==> src/rtl/fsm_prog_seq_alu.sv <==
// fsm_prog_seq_alu: programmable two-register ALU sequencer with valid/ready operand and result ports.
// Optional build macro FSM_SEQ_SAT_EN: unsigned saturating ADD/SUB/SHL plus a sticky sat_flag output.
module fsm_prog_seq_alu #(
  parameter int DATA_W   = 8,
  parameter int PROG_LEN = 8
) (
  input  logic                  clk,
  input  logic                  rst_n,
  input  logic                  start,
  input  logic [PROG_LEN*3-1:0] prog,
  input  logic [DATA_W-1:0]     data_in,
  input  logic                  in_valid,
  output logic                  in_ready,
  output logic [DATA_W-1:0]     data_out,
  output logic                  out_valid,
  input  logic                  out_ready,
  output logic                  busy,
  output logic                  done
`ifdef FSM_SEQ_SAT_EN
  ,
  output logic                  sat_flag
`endif
);

  localparam int PC_W = $clog2(PROG_LEN);
  localparam logic [PC_W-1:0] PC_LAST = PC_W'(PROG_LEN - 1);

  typedef enum logic [2:0] {IDLE, LOAD1, LOAD2, EXEC, WAIT_OUT, FIN} state_t;
  typedef enum logic [2:0] {
    OP_NOP, OP_ADD, OP_SUB, OP_SHL, OP_SHR, OP_SWAP, OP_EMIT, OP_END
  } op_t;

  state_t                state, state_nxt;
  logic [PROG_LEN*3-1:0] prog_q;
  logic [PC_W-1:0]       pc;
  logic [DATA_W-1:0]     reg1, reg2;
  logic                  emit_last;
  logic [2:0]            steps [PROG_LEN];
  op_t                   op;
  logic [DATA_W-1:0]     alu_res, alu_out;

  for (genvar k = 0; k < PROG_LEN; k++) begin : g_step
    assign steps[k] = prog_q[3*k +: 3];
  end

  assign op = op_t'(steps[pc]);

  always_comb begin
    alu_res = reg1;
    case (op)
      OP_ADD:  alu_res = reg1 + reg2;
      OP_SUB:  alu_res = reg1 - reg2;
      OP_SHL:  alu_res = {reg1[DATA_W-2:0], 1'b0};
      OP_SHR:  alu_res = {1'b0, reg1[DATA_W-1:1]};
      default: alu_res = reg1;
    endcase
  end

`ifdef FSM_SEQ_SAT_EN
  logic alu_sat;

  // Overflow on ADD shows up as a wrapped sum smaller than an operand.
  always_comb begin
    alu_sat = 1'b0;
    alu_out = alu_res;
    case (op)
      OP_ADD: if (alu_res < reg1) begin alu_sat = 1'b1; alu_out = '1; end
      OP_SUB: if (reg1 < reg2)    begin alu_sat = 1'b1; alu_out = '0; end
      OP_SHL: if (reg1[DATA_W-1]) begin alu_sat = 1'b1; alu_out = '1; end
      default: ;
    endcase
  end
`else
  assign alu_out = alu_res;
`endif

  always_ff @(posedge clk or negedge rst_n) begin
    if (!rst_n) state <= IDLE;
    else        state <= state_nxt;
  end

  always_comb begin
    state_nxt = state;
    in_ready  = 1'b0;
    busy      = (state != IDLE);
    done      = 1'b0;
    case (state)
      IDLE:  if (start) state_nxt = LOAD1;
      LOAD1: begin
        in_ready = 1'b1;
        if (in_valid) state_nxt = LOAD2;
      end
      LOAD2: begin
        in_ready = 1'b1;
        if (in_valid) state_nxt = EXEC;
      end
      EXEC: begin
        if (op == OP_END)       state_nxt = FIN;
        else if (op == OP_EMIT) state_nxt = WAIT_OUT;
        else if (pc == PC_LAST) state_nxt = FIN;
      end
      WAIT_OUT: if (out_ready) state_nxt = emit_last ? FIN : EXEC;
      FIN: begin
        done      = 1'b1;
        state_nxt = IDLE;
      end
      default: state_nxt = IDLE;
    endcase
  end

  // pc saturates at the last step; emit_last remembers whether an EMIT consumed it.
  always_ff @(posedge clk or negedge rst_n) begin
    if (!rst_n) begin
      prog_q    <= '0;
      pc        <= '0;
      reg1      <= '0;
      reg2      <= '0;
      data_out  <= '0;
      out_valid <= 1'b0;
      emit_last <= 1'b0;
`ifdef FSM_SEQ_SAT_EN
      sat_flag  <= 1'b0;
`endif
    end else begin
      case (state)
        IDLE: if (start) begin
          prog_q <= prog;
          pc     <= '0;
`ifdef FSM_SEQ_SAT_EN
          sat_flag <= 1'b0;
`endif
        end
        LOAD1: if (in_valid) reg1 <= data_in;
        LOAD2: if (in_valid) reg2 <= data_in;
        EXEC: begin
          case (op)
            OP_ADD, OP_SUB, OP_SHL, OP_SHR: reg1 <= alu_out;
            OP_SWAP: begin
              reg1 <= reg2;
              reg2 <= reg1;
            end
            OP_EMIT: begin
              data_out  <= reg1;
              out_valid <= 1'b1;
              emit_last <= (pc == PC_LAST);
            end
            default: ;
          endcase
`ifdef FSM_SEQ_SAT_EN
          if (alu_sat) sat_flag <= 1'b1;
`endif
          if (op != OP_END && pc != PC_LAST) pc <= pc + 1'b1;
        end
        WAIT_OUT: if (out_ready) out_valid <= 1'b0;
        default: ;
      endcase
    end
  end

endmodule

==> config.mk <==
export PLATFORM = sky130hd
export DESIGN_NAME = fsm_prog_seq_alu
export DESIGN_NICKNAME = d
export VERILOG_FILES = /design/src/rtl/fsm_prog_seq_alu.sv
export SDC_FILE = /design/constraint.sdc
export NUM_CORES = 1
export LEC_CHECK = 0
export BUFFER_PORTS_ARGS = -buffer_cell sky130_fd_sc_hd__buf_2
export CORE_UTILIZATION = 54
export CTS_BUF_LIST = sky130_fd_sc_hd__clkbuf_8
export CTS_CLUSTER_DIAMETER = 30
export DETAILED_ROUTE_END_ITERATION = 10
export GPL_ROUTABILITY_DRIVEN = 1
export PLACE_DENSITY = 0.79
export SLEW_MARGIN = 20
export SYNTH_ARGS = -nofsm -noshare
export SYNTH_HDL_FRONTEND = slang
export SYNTH_SLANG_ARGS = --single-unit
==> constraint.sdc <==
create_clock -name clk -period 3.2 [get_ports clk]
set_input_delay 0.48 -clock clk [delete_from_list [all_inputs] [get_ports clk]]
set_output_delay 0.48 -clock clk [all_outputs]
set_load 0.02 [all_outputs]
-- After elaboration in Yosys (flattened, before gate mapping)
Cells that the tools add are included.
- equality and inequality tests: 25
- $add $sub $neg: 3
- $mul: 0
- multiplexer cells: 26
- reductions and logical operators: 16
- bitwise logic cells: 1
- shifts and indexed selects: 0
- order comparisons: 1
- div/mod/pow operators: 0
- operators with widths (kind ; count):
    $pmux 8 s2 ; 3
    $mux 3 ; 12
    $pmux 8 s4 ; 1
    $eq 3x3->1 const B ; 7
    $mux 8 ; 2
    $pmux 3 s5 ; 1
    $eq 3x2->1 const B ; 4
    $ne 2x2->1 const B ; 6
    $bmux 3 s3 ; 1
    $reduce_and 3->1 ; 3
    $add 8x8->8 ; 1
    $reduce_bool 2->1 ; 4
    $sub 8x8->8 ; 1
    $eq 3x1->1 const B ; 2
    $ne 3x3->1 const B ; 2
    $ne 6x6->1 const B ; 1
    $pmux 3 s2 ; 1
    $reduce_and 5->1 ; 1
    $ge 4x4->1 const B ; 1
    $mux 1 ; 4
    $ne 4x4->1 const B ; 1
    $not 3->4 ; 1
    $reduce_and 2->1 ; 2
    $reduce_and 4->1 ; 1
    9 further kinds ; 9
- ROM bits: 0
- memories kept: 0
- flip-flop bits (word level): 56
- output and inout bits: 12
- RAM bits: 0
- latch bits: 0

-- Longest topological paths before layout
Gate-level depths: netlist (run 1).
- word-level depth: 8
- mapped depth: 14
- mapped depth without buffers: 13

-- Worst setup path before layout (run 1)
OpenSTA, ideal clock, no wires.
- path type: flip-flop to flip-flop
- start: register pc[1]
- end: register reg1[6]
- stages on the path, launching flop included: 14
- path slack: -0.100 ns
- buffers on the path: 1
- period minus slack after synthesis: 3.300 ns
- data required time: 3.079 ns
- setup time: 0.121 ns
- arrival: 3.179 ns
- path through: dfrtp_1 > buf_6 > mux4_2 > mux2_2 > nor3_4 > mux2i_1 > fa_1 > a21o_1 > a21oi_1 > o21bai_1 > a21oi_1 > xor2_1 > a31oi_1 > o22a_1
- cells in the longest elaborated chain, start to end: 8
- ends and longest elaborated chain (element ; RTL line ; text):
    start, declared ; 35 ; logic [PC_W-1:0] pc;
    start signal, assigned ; 152 ; if (op != OP_END && pc != PC_LAST) pc <= pc + 1'b1;
    $not 3->4 (not written as such) * ; 46 ; assign op = op_t'(steps[pc]);
    $bmux 3 s3 * ; 46 ;
    $mux 3 (not written as such) * (2 in a row) ; 46 ;
    $eq 3x3->1, or another cell as far along ; 50, 136 ;
    $pmux 8 s4 or $reduce_or 4->1 (tied branches) ; 50, 136 ;
    $pmux 8 s2, or another cell as far along ; 136 ; case (op)
    $pmux 8 s2 or $reduce_and 4->1 (tied branches) ; n/a ;
    end signal, assigned ; 133 ; LOAD1: if (in_valid) reg1 <= data_in;
    end signal, assigned ; 137 ; OP_ADD, OP_SUB, OP_SHL, OP_SHR: reg1 <= alu_out;
    end signal, assigned ; 139 ; reg1 <= reg2;
    end, declared ; 36 ; logic [DATA_W-1:0] reg1, reg2;
Mark *: on every way between the ends. The rest lies on a longest branch, timed or not. The select of a mux whose other input is x is not followed.
A chain may end at the register's enable or synchronous reset.

-- Worst setup path after layout (run 1)
- start: register pc[1]
- end: register reg1[3]
The elaborated chain is that of the path after synthesis.

==> results of run 1 <==
[Yosys cell counts, types with 6 or more instances]
cell,count,area (µm²)
mux4_2,6,135
inv_1,8,30.0
o221ai_1,8,70.1
o21ai_0,18,90.1
nand2_1,37,139
a21oi_1,10,50.1
clkbuf_1,11,41.3
xnor2_1,9,78.8
ha_1,10,125
nor3_1,6,30.0
a31oi_1,17,106
nor2_1,37,139
dfrtp_1,56,1400
mux2_2,32,360
[cell families (layout without fill, tap and decap cells)]
| logic type | Yosys count | in the layout |
|---|---|---|
| AO/OA/AOI/OAI | 78 | 78 |
| XOR/XNOR | 12 | 12 |
| adder cells (fa/ha/maj) | 11 | 11 |
| buffers and inverters | 24 | 91 |
| flip-flops | 56 | 56 |
| multiplexers | 48 | 48 |
| AND/OR/NAND/NOR | 99 | 99 |
[critical path, delay by kind of cell, from the launching register on]
family	cells	cell delay (ns)
multiplexers	3	1.17
AO/OA/AOI/OAI	4	0.73
AND/OR/NAND/NOR	3	0.47
flip-flops	1	0.46
adder cells (fa/ha/maj)	1	0.28
XOR/XNOR	1	0.18
[per-layer routing]
layer	GRT usage [%]	part of all wire (%)	up-vias
li1	-	-	1325
met1	33.4	45	1368
met2	41.9	49	98
met3	4.66	4.6	20
met4	9.11	2.3	0
met5	0	0	-
[flip-flops by register name, summed over array words and instances, names as in the netlist]
register / cells
reg1: 8
out_valid: 1
data_out: 8
emit_last: 1
pc: 3
reg2: 8
prog_q: 24
state: 3
[area by class of cell]
class                   instances  area (µm²)
well taps                      75        93.8
multi-input cells             248        1870
inverters                       8        30.0
repair buffers                 75         443
clock inverters                 2        11.3
clock buffers                   6        82.6
fillers                       503        2020
flip-flops and latches         56        1400
[path summary, 6_finish.rpt]
kind                                           end  slack (ns)
max                            reg1[3]$_DFFE_PN0P_       -0.15
min                        data_out[5]$_DFFE_PN0P_        0.28
max reg2reg                    reg1[3]$_DFFE_PN0P_       -0.15
min reg2reg                data_out[2]$_DFFE_PN0P_        0.49
max in group asynchronous        pc[1]$_DFFE_PN0P_        2.40
min in group clk            prog_q[19]$_DFFE_PN0P_        0.40
[through the flow]
stage | area (µm²) | util (%) | worst slack, ns | hold WS (ns)
2_1_floorplan | 3340 | - | -0.0590 | 0.184
3_3_place_gp | 3770 | 63.4 | -0.139 | 0.462
3_5_place_dp | 3770 | 63.4 | -0.226 | 0.471
4_1_cts | 3900 | 65.5 | -0.0859 | 0.324
5_1_grt | 3940 | 66.1 | -0.364 | 0.340
6_report | 3940 | 66.1 | -0.146 | 0.279
[repair_timing]
| item | in CTS | in global routing |
|---|---|---|
| pin swaps | 11 | 12 |
| setup endpoints to repair | 5 | 6 |
| buffers inserted | 2 | 1 |
| resized for setup | 7 | 7 |
==> reports/qor.log, run 1 <==
qor: outcome.failed_checks negative setup slack
qor: worst_setup_path.start_kind flop
qor: yosys.yosys.area_share.simple 13.5%
qor: global_routing.grt_overflow 0
qor: global_routing.antenna_violations_before_repair 0
qor: yosys.yosys.area_share.xor_xnor 3.15%
qor: route.wire_length_per_cell_after_detailed_routing 16.0 µm
qor: die.floorplan.initialDensity 56.1%
qor: die.io_pins 49
qor: yosys.post_synth_instance_area 0.00334 mm²
qor: global_routing.grt_usage 25.4%
qor: yosys.synth_enable_flop_cells 0
qor: placed_design.hpwlAfterDp 5480 µm
qor: yosys.post_synth_inst_count 328
qor: layout.antenna-diode-count 0
qor: sta.final_slew_viol_count 0
qor: layout.post_route_cells_drive_above_1_share 35.4%
qor: layout.final_common_cell dfrtp_1
qor: sta.timing.final.setup_violations 3
qor: worst_setup_path.crit_slowest_cell mux4_2
qor: worst_setup_path.worst_ep_required_time 3.45 ns
qor: layout.layoutNonFillerInstCount 470
qor: die.placeableCoreArea 0.00596 mm²
qor: route.routed_wirelength 7510 µm
qor: route.route.detailed.drc 0
qor: sta.layout_worst_path_cycle_share 105%
qor: yosys.synthesized_area_fraction_occupied_by_ao_oa_aoi_and_oai_cells 15.2%
qor: worst_setup_path.worstSetupPathType reg -> reg
qor: worst_setup_path.length_in_cells_of_the_worst_reg_to_reg_path 12
qor: yosys.yosys_register_bits 56
qor: clock_network.cts_buffers 5
qor: die.row_count 28
qor: sta.min_period 3.35 ns
qor: clock_network.clock_insertion_delay_at_the_later_pin_of_the_skew_report 0.31 ns
qor: route.drt_first_pass_iters 4
qor: placed_design.numPortBuffers 48
qor: clock_network.clock_tree.buffer_depth 2
qor: outcome.run_status complete, but fails checks
qor: die.design.die.area 0.00650 mm²
qor: placed_design.finalWeightedCongestion 0.872
qor: worst_setup_path.crit_path_max_incr_delay 0.54 ns
qor: yosys.synth_top_family_by_area multiplexers
qor: clock_network.holdBufCountCts 0
qor: clock_network.clock-sinks 56
qor: clock_network.cts.htree.levels 2
qor: sta.achievable-frequency 0.299 GHz
qor: global_routing.first_global_vias 2710
qor: sta.fin_setup_tns -0.266 ns
qor: job.maxCapViolCount 0
qor: worst_setup_path.critical_path.cell_chain mux4_2, mux2_4, nor3_4, mux2i_2, ha_1, nor2b_4, o21a_1, nor2_1, xnor2_1, o221ai_1, a21oi_2, o22a_1
qor: placed_design.dp_cell_count 459
qor: global_routing.maximum_number_of_pins_on_one_net_before_global_route_repair 57
qor: yosys.synth_nets 376
qor: yosys.postSynthAreaPerCell 10.2 µm²
qor: worst_setup_path.timing.critical_path.arrival 3.60 ns
qor: route.drtAntennaViolNets 0
qor: die.fp.dieW 80.6 µm
qor: die.fp.dieH 80.6 µm
qor: sta.rsz0062_at_grt yes
qor: layout.final_cell_mix 55 x dfrtp_1, 48 x buf_2, 37 x nand2_1, 36 x nor2_1, 30 x mux2_2
qor: yosys.yosys-mux-area-fraction 18.5%
qor: route.num_vias 2811
qor: worst_setup_path.critical_path.max_fanout 6
qor: min_path.min_delay_worst_type in -> async
qor: sta.largest_clock_skew_in_the_final_design 0.00665 ns
qor: worst_setup_path.end_kind flop
qor: layout.area_growth_syn_to_layout 17.9%
qor: layout.layout.nets 442
qor: sta.hold_viol 0
qor: yosys.async_reset_ff_share 100%
qor: clock_network.clock_pin_transition_on_the_worst_setup_and_hold_timing_paths 0.10 ns
qor: yosys.ys_types 48
qor: sta.post-route-worst-setup-slack -0.146 ns
qor: sta.timing.max_slew.rel_slack 52.8%
qor: clock_network.cts-root-buf clkbuf_8
qor: route.dr.first_iter.drc_count 238
qor: global_routing.first_pass_grt_wire_length 12600 µm
qor: yosys.ys_dominant_reg_cell dfrtp_1
qor: clock_network.tritoncts built
qor: route.vias_per_cell 5.98
qor: yosys.synth_warnings 0
qor: worst_setup_path.cp-startpoint pc[1]$_DFFE_PN0P_
qor: yosys.adder_and_majority_cell_fraction_of_the_synthesized_area 4.35%
qor: yosys.seq_area_frac_synth 42.0%
qor: sta.worstMarginPinSlew 0.708 ns
qor: worst_setup_path.timing.rr.start pc[1]$_DFFE_PN0P_
Power of run 1 is not shown: default switching activity piles up to over one toggle a cycle in this logic, so the estimate is an artifact.
==> run 2: changes to the inputs <==
--- a/config.mk
+++ b/config.mk
@@ -6,12 +6,12 @@
 export NUM_CORES = 1
 export LEC_CHECK = 0
 export BUFFER_PORTS_ARGS = -buffer_cell sky130_fd_sc_hd__buf_2
-export CORE_UTILIZATION = 54
+export CORE_UTILIZATION = 59
 export CTS_BUF_LIST = sky130_fd_sc_hd__clkbuf_8
 export CTS_CLUSTER_DIAMETER = 30
 export DETAILED_ROUTE_END_ITERATION = 10
 export GPL_ROUTABILITY_DRIVEN = 1
-export PLACE_DENSITY = 0.79
+export PLACE_DENSITY = 0.82
 export SLEW_MARGIN = 20
 export SYNTH_ARGS = -nofsm -noshare
 export SYNTH_HDL_FRONTEND = slang
==> constraint.sdc (replaced) <==
create_clock -name clk -period 3.5 [get_ports clk]
set_input_delay 0.525 -clock clk [delete_from_list [all_inputs] [get_ports clk]]
set_output_delay 0.525 -clock clk [all_outputs]
set_load 0.02 [all_outputs]
==> run 2 against run 1 <==
Net effect:
- clock skew rose by 0.0044 ns
- fmax down 1.6%
- worst hold slack got worse by 0.057 ns
- first-iteration DRC count is 16% higher
- non-clock buffer count down 15
- critical path depth is 4 higher
- the flow now finishes without violations
- flip-flop and latch count unchanged
- final cell count decreased by 3.8%
==> reports/qor.log, run 2 (synthesis gave the netlist of run 1 again) <==
qor: outcome.run_status completed
qor: global_routing.grt_usage 28.1%
qor: layout.area_growth_syn_to_layout 13.7%
qor: clock_network.cts_buffers 5
qor: sta.hold_viol 0
qor: clock_network.cts-root-buf clkbuf_8
qor: clock_network.clock-sinks 56
qor: sta.fin_worst_hold_slack 0.222 ns
qor: layout.multi_input_area 0.00185 mm²
qor: worst_setup_path.timing.critical_path.buf_inv 4
qor: sta.min_period 3.40 ns
qor: clock_network.holdBufCountCts 0
qor: clock_network.clock_insertion_delay_at_the_later_pin_of_the_skew_report 0.31 ns
qor: layout.flip_flop_count_of_the_largest_register_after_layout 24
qor: sta.layout_worst_path_cycle_share 97.1%
qor: die.floorplan.initialDensity 61.0%
qor: worst_setup_path.crit_slowest_cell mux4_2
qor: sta.largest_clock_skew_in_the_final_design 0.0110 ns
qor: route.drt_first_pass_iters 4
qor: route.dr.first_iter.drc_count 275
qor: worst_setup_path.critical-path-top-cell-by-count buf_4
qor: global_routing.first_global_vias 2774
qor: layout.final_cell_mix 55 x dfrtp_1, 48 x buf_2, 37 x nand2_1, 35 x nor2_1, 31 x mux2_2
qor: worst_setup_path.critical_path.cell_chain buf_4, buf_4, mux4_2, mux2i_4, nor3_4, buf_4, nor2_1, xnor2_1, ha_1, inv_1, nor3_1, a31oi_1, a21boi_0, nand4_1, o2111ai_2, a31oi_1
qor: worst_setup_path.start_kind flop
qor: route.wire_length_per_cell_after_detailed_routing 17.1 µm
qor: placed_design.finalWeightedCongestion 1.02
qor: placed_design.place_ws -0.0685 ns
qor: die.row_count 27
qor: sta.rsz0062_at_grt yes
qor: layout.largest-register prog_q
qor: route.vias_per_cell 6.05
qor: clock_network.clock_tree.buffer_depth 2
qor: min_path.min_delay_worst_type in -> async
qor: global_routing.maximum_number_of_pins_on_one_net_before_global_route_repair 30
qor: layout.postLayoutCellArea 0.00380 mm²
qor: die.fp.dieH 77.2 µm
qor: placed_design.numPortBuffers 48
qor: worst_setup_path.worst_path_dominant_cell_family multiplexers
qor: worst_setup_path.crit_path_max_incr_delay 0.52 ns
qor: clock_network.clock_pin_transition_on_the_worst_setup_and_hold_timing_paths 0.10 ns
qor: worst_setup_path.critical_path.max_fanout 6
qor: worst_setup_path.end_kind flop
qor: sta.timing.max_slew.rel_slack 53.7%
qor: placed_design.hpwlAfterDp 5660 µm
qor: layout.antenna-diode-count 0
qor: clock_network.cts.htree.levels 2
qor: global_routing.first_pass_grt_wire_length 13200 µm
qor: worst_setup_path.timing.critical_path.arrival 3.59 ns
qor: clock_network.tritoncts built
qor: route.route.detailed.drc 0
qor: layout.nFillCells 433
qor: layout.layout.nets 427
qor: job.maxCapViolCount 0
qor: layout.final_common_cell dfrtp_1
qor: layout.post_route_cells_drive_above_1_share 32.1%
qor: worst_setup_path.worstSetupPathType reg -> reg
qor: placed_design.post_dp_cell_area 0.00365 mm²
qor: global_routing.grt_overflow 0
qor: die.fp.dieW 77.2 µm
qor: sta.worstMarginPinSlew 0.694 ns
qor: route.num_vias 2735
qor: route.drtAntennaViolNets 0
qor: die.placeableCoreArea 0.00547 mm²
qor: global_routing.antenna_violations_before_repair 0
qor: sta.post-route-worst-setup-slack 0.101 ns
qor: layout.regArea 0.00140 mm²
qor: worst_setup_path.worst_ep_required_time 3.69 ns
qor: die.io_pins 49
qor: die.design.die.area 0.00597 mm²
qor: sta.achievable-frequency 0.294 GHz
qor: sta.timing.final.setup_violations 0
qor: sta.final_slew_viol_count 0
qor: route.routed_wirelength 7710 µm
run 2: changes by cell type in the layout (fill, tap and decap cells not counted), sizes merged:
cell / before / now
clkbuf: 6 / 5
clkinv: 0 / 1
buf: 75 / 60
clkinvlp: 1 / 2
inv: 9 / 8
run 2: cell type report:
cell class / instances / share of cell area (%)
Multi-Input combinational cell: 248 / 48.8
Sequential cell: 56 / 36.9
Timing Repair Buffer: 60 / 8.70
Tap cell: 72 / 2.37
Clock buffer: 5 / 1.81
Inverter: 8 / 0.791
Clock inverter: 3 / 0.626
run 2: worst paths after layout:
check	startpoint	endpoint	slack [ns]	cells after the start
hold reg to reg	data_out[4]$_DFFE_PN0P_	data_out[4]$_DFFE_PN0P_	0.49	1
min in group clk	prog[1]	prog_q[1]$_DFFE_PN0P_	0.43	2
setup reg to reg	pc[1]$_DFFE_PN0P_	reg1[5]$_DFFE_PN0P_	0.10	16
max in group asynchronous	rst_n	pc[1]$_DFFE_PN0P_	2.44	2
setup / recovery	pc[1]$_DFFE_PN0P_	reg1[5]$_DFFE_PN0P_	0.10	16
hold / removal	rst_n	data_out[5]$_DFFE_PN0P_	0.22	1
run 2: layer usage:
| metal | track usage [%] | up-vias | part of all wire, % |
|---|---|---|---|
| met5 | 0 | - | 0 |
| met4 | 11.1 | 0 | 1.2 |
| met3 | 4.76 | 10 | 4.5 |
| met2 | 47.0 | 81 | 52 |
| li1 | - | 1293 | - |
| met1 | 36.2 | 1351 | 42 |
run 2: repair_timing:
action,CTS,global route
setup buffers,0,3
setup endpoints to repair,3,5
resized for setup,1,8
pin swaps,0,6
run 2: stage by stage:
stage,instances,util (%),setup TNS (ns)
global placement,441,66.8,0
detailed placement,441,66.8,-0.124
finish,452,69.4,0
floorplan,328,-,0
CTS,449,68.5,0
global route,452,69.4,-0.0558
Power of run 2 is left out for the same reason.
==> run 3: changes to the inputs <==
--- a/config.mk
+++ b/config.mk
@@ -6,12 +6,14 @@
 export NUM_CORES = 1
 export LEC_CHECK = 0
 export BUFFER_PORTS_ARGS = -buffer_cell sky130_fd_sc_hd__buf_2
-export CORE_UTILIZATION = 59
+export CELL_PAD_IN_SITES_DETAIL_PLACEMENT = 0
+export CELL_PAD_IN_SITES_GLOBAL_PLACEMENT = 2
+export CORE_UTILIZATION = 38
 export CTS_BUF_LIST = sky130_fd_sc_hd__clkbuf_8
 export CTS_CLUSTER_DIAMETER = 30
 export DETAILED_ROUTE_END_ITERATION = 10
 export GPL_ROUTABILITY_DRIVEN = 1
-export PLACE_DENSITY = 0.82
+export PLACE_DENSITY_LB_ADDON = 0.1
 export SLEW_MARGIN = 20
 export SYNTH_ARGS = -nofsm -noshare
 export SYNTH_HDL_FRONTEND = slang
==> run 3 against run 2 <==
Net effect:
- die area up 54%
- cell area up 1.2%
- core utilization down 23 points
- worst hold slack worse by 0.043 ns
- flip-flop and latch count unchanged
- global-route usage down 8.5 points
- sequential share of layout area down 0.43 points
- clock skew down 0.0038 ns
==> reports/qor.log, run 3 (synthesis gave the netlist of run 1 again) <==
qor: outcome.run_status completed
qor: placed_design.hpwlAfterDp 6110 µm
qor: global_routing.grt.met3_usage 3.00%
qor: sta.largest_clock_skew_in_the_final_design 0.00723 ns
qor: worst_setup_path.endpoint reg1[6]$_DFFE_PN0P_
qor: clock_network.clock-sinks 56
qor: worst_setup_path.length_in_cells_of_the_worst_reg_to_reg_path 13
qor: die.fp.dieH 95.7 µm
qor: sta.timing.max_slew.rel_slack 56.3%
qor: placed_design.finalWeightedCongestion 0.782
qor: route.wire_length_per_cell_after_detailed_routing 17.1 µm
qor: route.routed_wirelength 8280 µm
qor: route.drt_first_pass_iters 4
qor: route.dr.first_iter.drc_count 84
qor: sta.timing.final.setup_violations 0
qor: worst_setup_path.timing.rr.end reg1[6]$_DFFE_PN0P_
qor: route.num_vias 2640
qor: worst_setup_path.timing.critical_path.arrival 3.57 ns
qor: die.fp.dieW 95.7 µm
qor: clock_network.clock_pin_transition_on_the_worst_setup_and_hold_timing_paths 0.11 ns
qor: layout.layout.nets 427
qor: clock_network.cts-root-buf clkbuf_8
qor: route.route.detailed.drc 0
qor: min_path.min_delay_worst_type in -> async
qor: worst_setup_path.timing.rr.start pc[1]$_DFFE_PN0P_
qor: worst_setup_path.end_kind flop
qor: placed_design.dp_cell_count 475
qor: global_routing.grt_usage 19.6%
qor: worst_setup_path.worst_ep_required_time 3.71 ns
qor: global_routing.global_route.peak_usage_layer met2
qor: clock_network.clock_tree.buffer_depth 2
qor: die.io_pins 49
qor: layout.flip_flop_count_of_the_largest_register_after_layout 24
qor: global_routing.first_global_vias 2625
qor: layout.layoutNonFillerInstCount 485
qor: clock_network.cts.htree.levels 2
qor: global_routing.met1_usage 24.6%
qor: sta.hold_viol 0
qor: clock_network.tritoncts built
qor: sta.worstMarginPinSlew 0.655 ns
qor: die.floorplan.initialDensity 40.0%
qor: die.row_count 33
qor: sta.final_slew_viol_count 0
qor: global_routing.grt_overflow 0
qor: global_routing.antenna_violations_before_repair 0
qor: die.design.die.area 0.00917 mm²
qor: clock_network.clock_insertion_delay_at_the_later_pin_of_the_skew_report 0.32 ns
qor: route.drtAntennaViolNets 0
qor: layout.area_growth_syn_to_layout 15.1%
qor: worst_setup_path.critical_path.max_fanout 7
qor: sta.achievable-frequency 0.298 GHz
qor: sta.min_period 3.36 ns
qor: placed_design.numPortBuffers 48
qor: die.placeableCoreArea 0.00834 mm²
qor: global_routing.maximum_number_of_pins_on_one_net_before_global_route_repair 36
qor: sta.layout_worst_path_cycle_share 96.0%
qor: route.vias_per_cell 5.44
qor: worst_setup_path.start_kind flop
qor: worst_setup_path.worstSetupPathType reg -> reg
qor: global_routing.first_pass_grt_wire_length 13500 µm
qor: job.maxCapViolCount 0
qor: layout.antenna-diode-count 0
qor: layout.largest-register prog_q
qor: clock_network.cts_buffers 5
qor: global_routing.global_route.usage.met2 35.0%
qor: worst_setup_path.cp-startpoint pc[1]$_DFFE_PN0P_
qor: sta.rsz0062_at_grt yes
qor: layout.post_route_cells_drive_above_1_share 32.6%
qor: worst_setup_path.rrSetupSlack 0.14 ns
qor: layout.final_cell_mix 55 x dfrtp_1, 48 x buf_2, 37 x nand2_1, 36 x nor2_1, 31 x mux2_2
qor: layout.final_common_cell dfrtp_1
-- run 3: cell count changes in the layout (fill, tap and decap cells not counted), sizes merged --
cell      delta
clkinvlp     -1
clkinv       -1
inv          +2
-- run 3: metrics by stage --
stage	instance area (µm²)	setup TNS, ns	utilization [%]	hold slack (ns)	setup slack, ns
5_1_grt	3840	-0.117	46.1	0.193	-0.0635
3_5_place_dp	3700	-0.104	44.4	0.474	-0.0587
4_1_cts	3800	0	45.5	0.193	0.0212
2_1_floorplan	3340	0	-	0.229	0.200
3_3_place_gp	3700	0	44.4	0.464	0.0263
6_report	3840	0	46.1	0.179	0.140
-- run 3: worst max-delay path, cell delays in order (launching register included) --
cell and delay, ns:
dfrtp_2 0.49, mux4_2 0.53, mux2_4 0.31, nor3_4 0.27, nor2_1 0.10, xnor2_1 0.13, ha_1 0.35, a21o_1 0.18
a21oi_2 0.16, o21bai_1 0.10, a21oi_2 0.15, xor2_1 0.17, a31oi_1 0.10, o22a_1 0.22
-- run 3: final cells by class --
cell class,count,area (µm²)
clock buffer,5,68.8
sequential,56,1400
clock inverter,3,25.0
fill,841,4500
tap,105,131
multi-input combinational,248,1850
inverter,8,30.0
timing repair buffer,60,330
-- run 3: per-layer routing --
layer	wire length, µm	vias to the layer above
li1	-	1292
met1	3700	1299
met2	4300	40
met3	165	9
met4	116	0
met5	0	-
-- run 3: what timing repair did --
item | 4_1_cts | 5_1_grt
pin swaps | 0 | 11
hold buffers | 0 | 0
gates resized for setup | 1 | 11
endpoints found under the setup margin | 4 | 5
buffers inserted | 0 | 2
-- run 3: worst min path at each step --
stage / startpoint / end / slack (ns) / depth (start not counted)
finish: rst_n / data_out[1]$_DFFE_PN0P_ / 0.18 / 1
global route: rst_n / data_out[1]$_DFFE_PN0P_ / 0.19 / 1
CTS: rst_n / data_out[1]$_DFFE_PN0P_ / 0.19 / 1
detailed placement: data_out[2]$_DFFE_PN0P_ / data_out[2]$_DFFE_PN0P_ / 0.47 / 1
global placement: data_out[2]$_DFFE_PN0P_ / data_out[2]$_DFFE_PN0P_ / 0.46 / 1
floorplan: rst_n / data_out[0]$_DFFE_PN0P_ / 0.23 / 0
Power of run 3 is left out for the same reason.
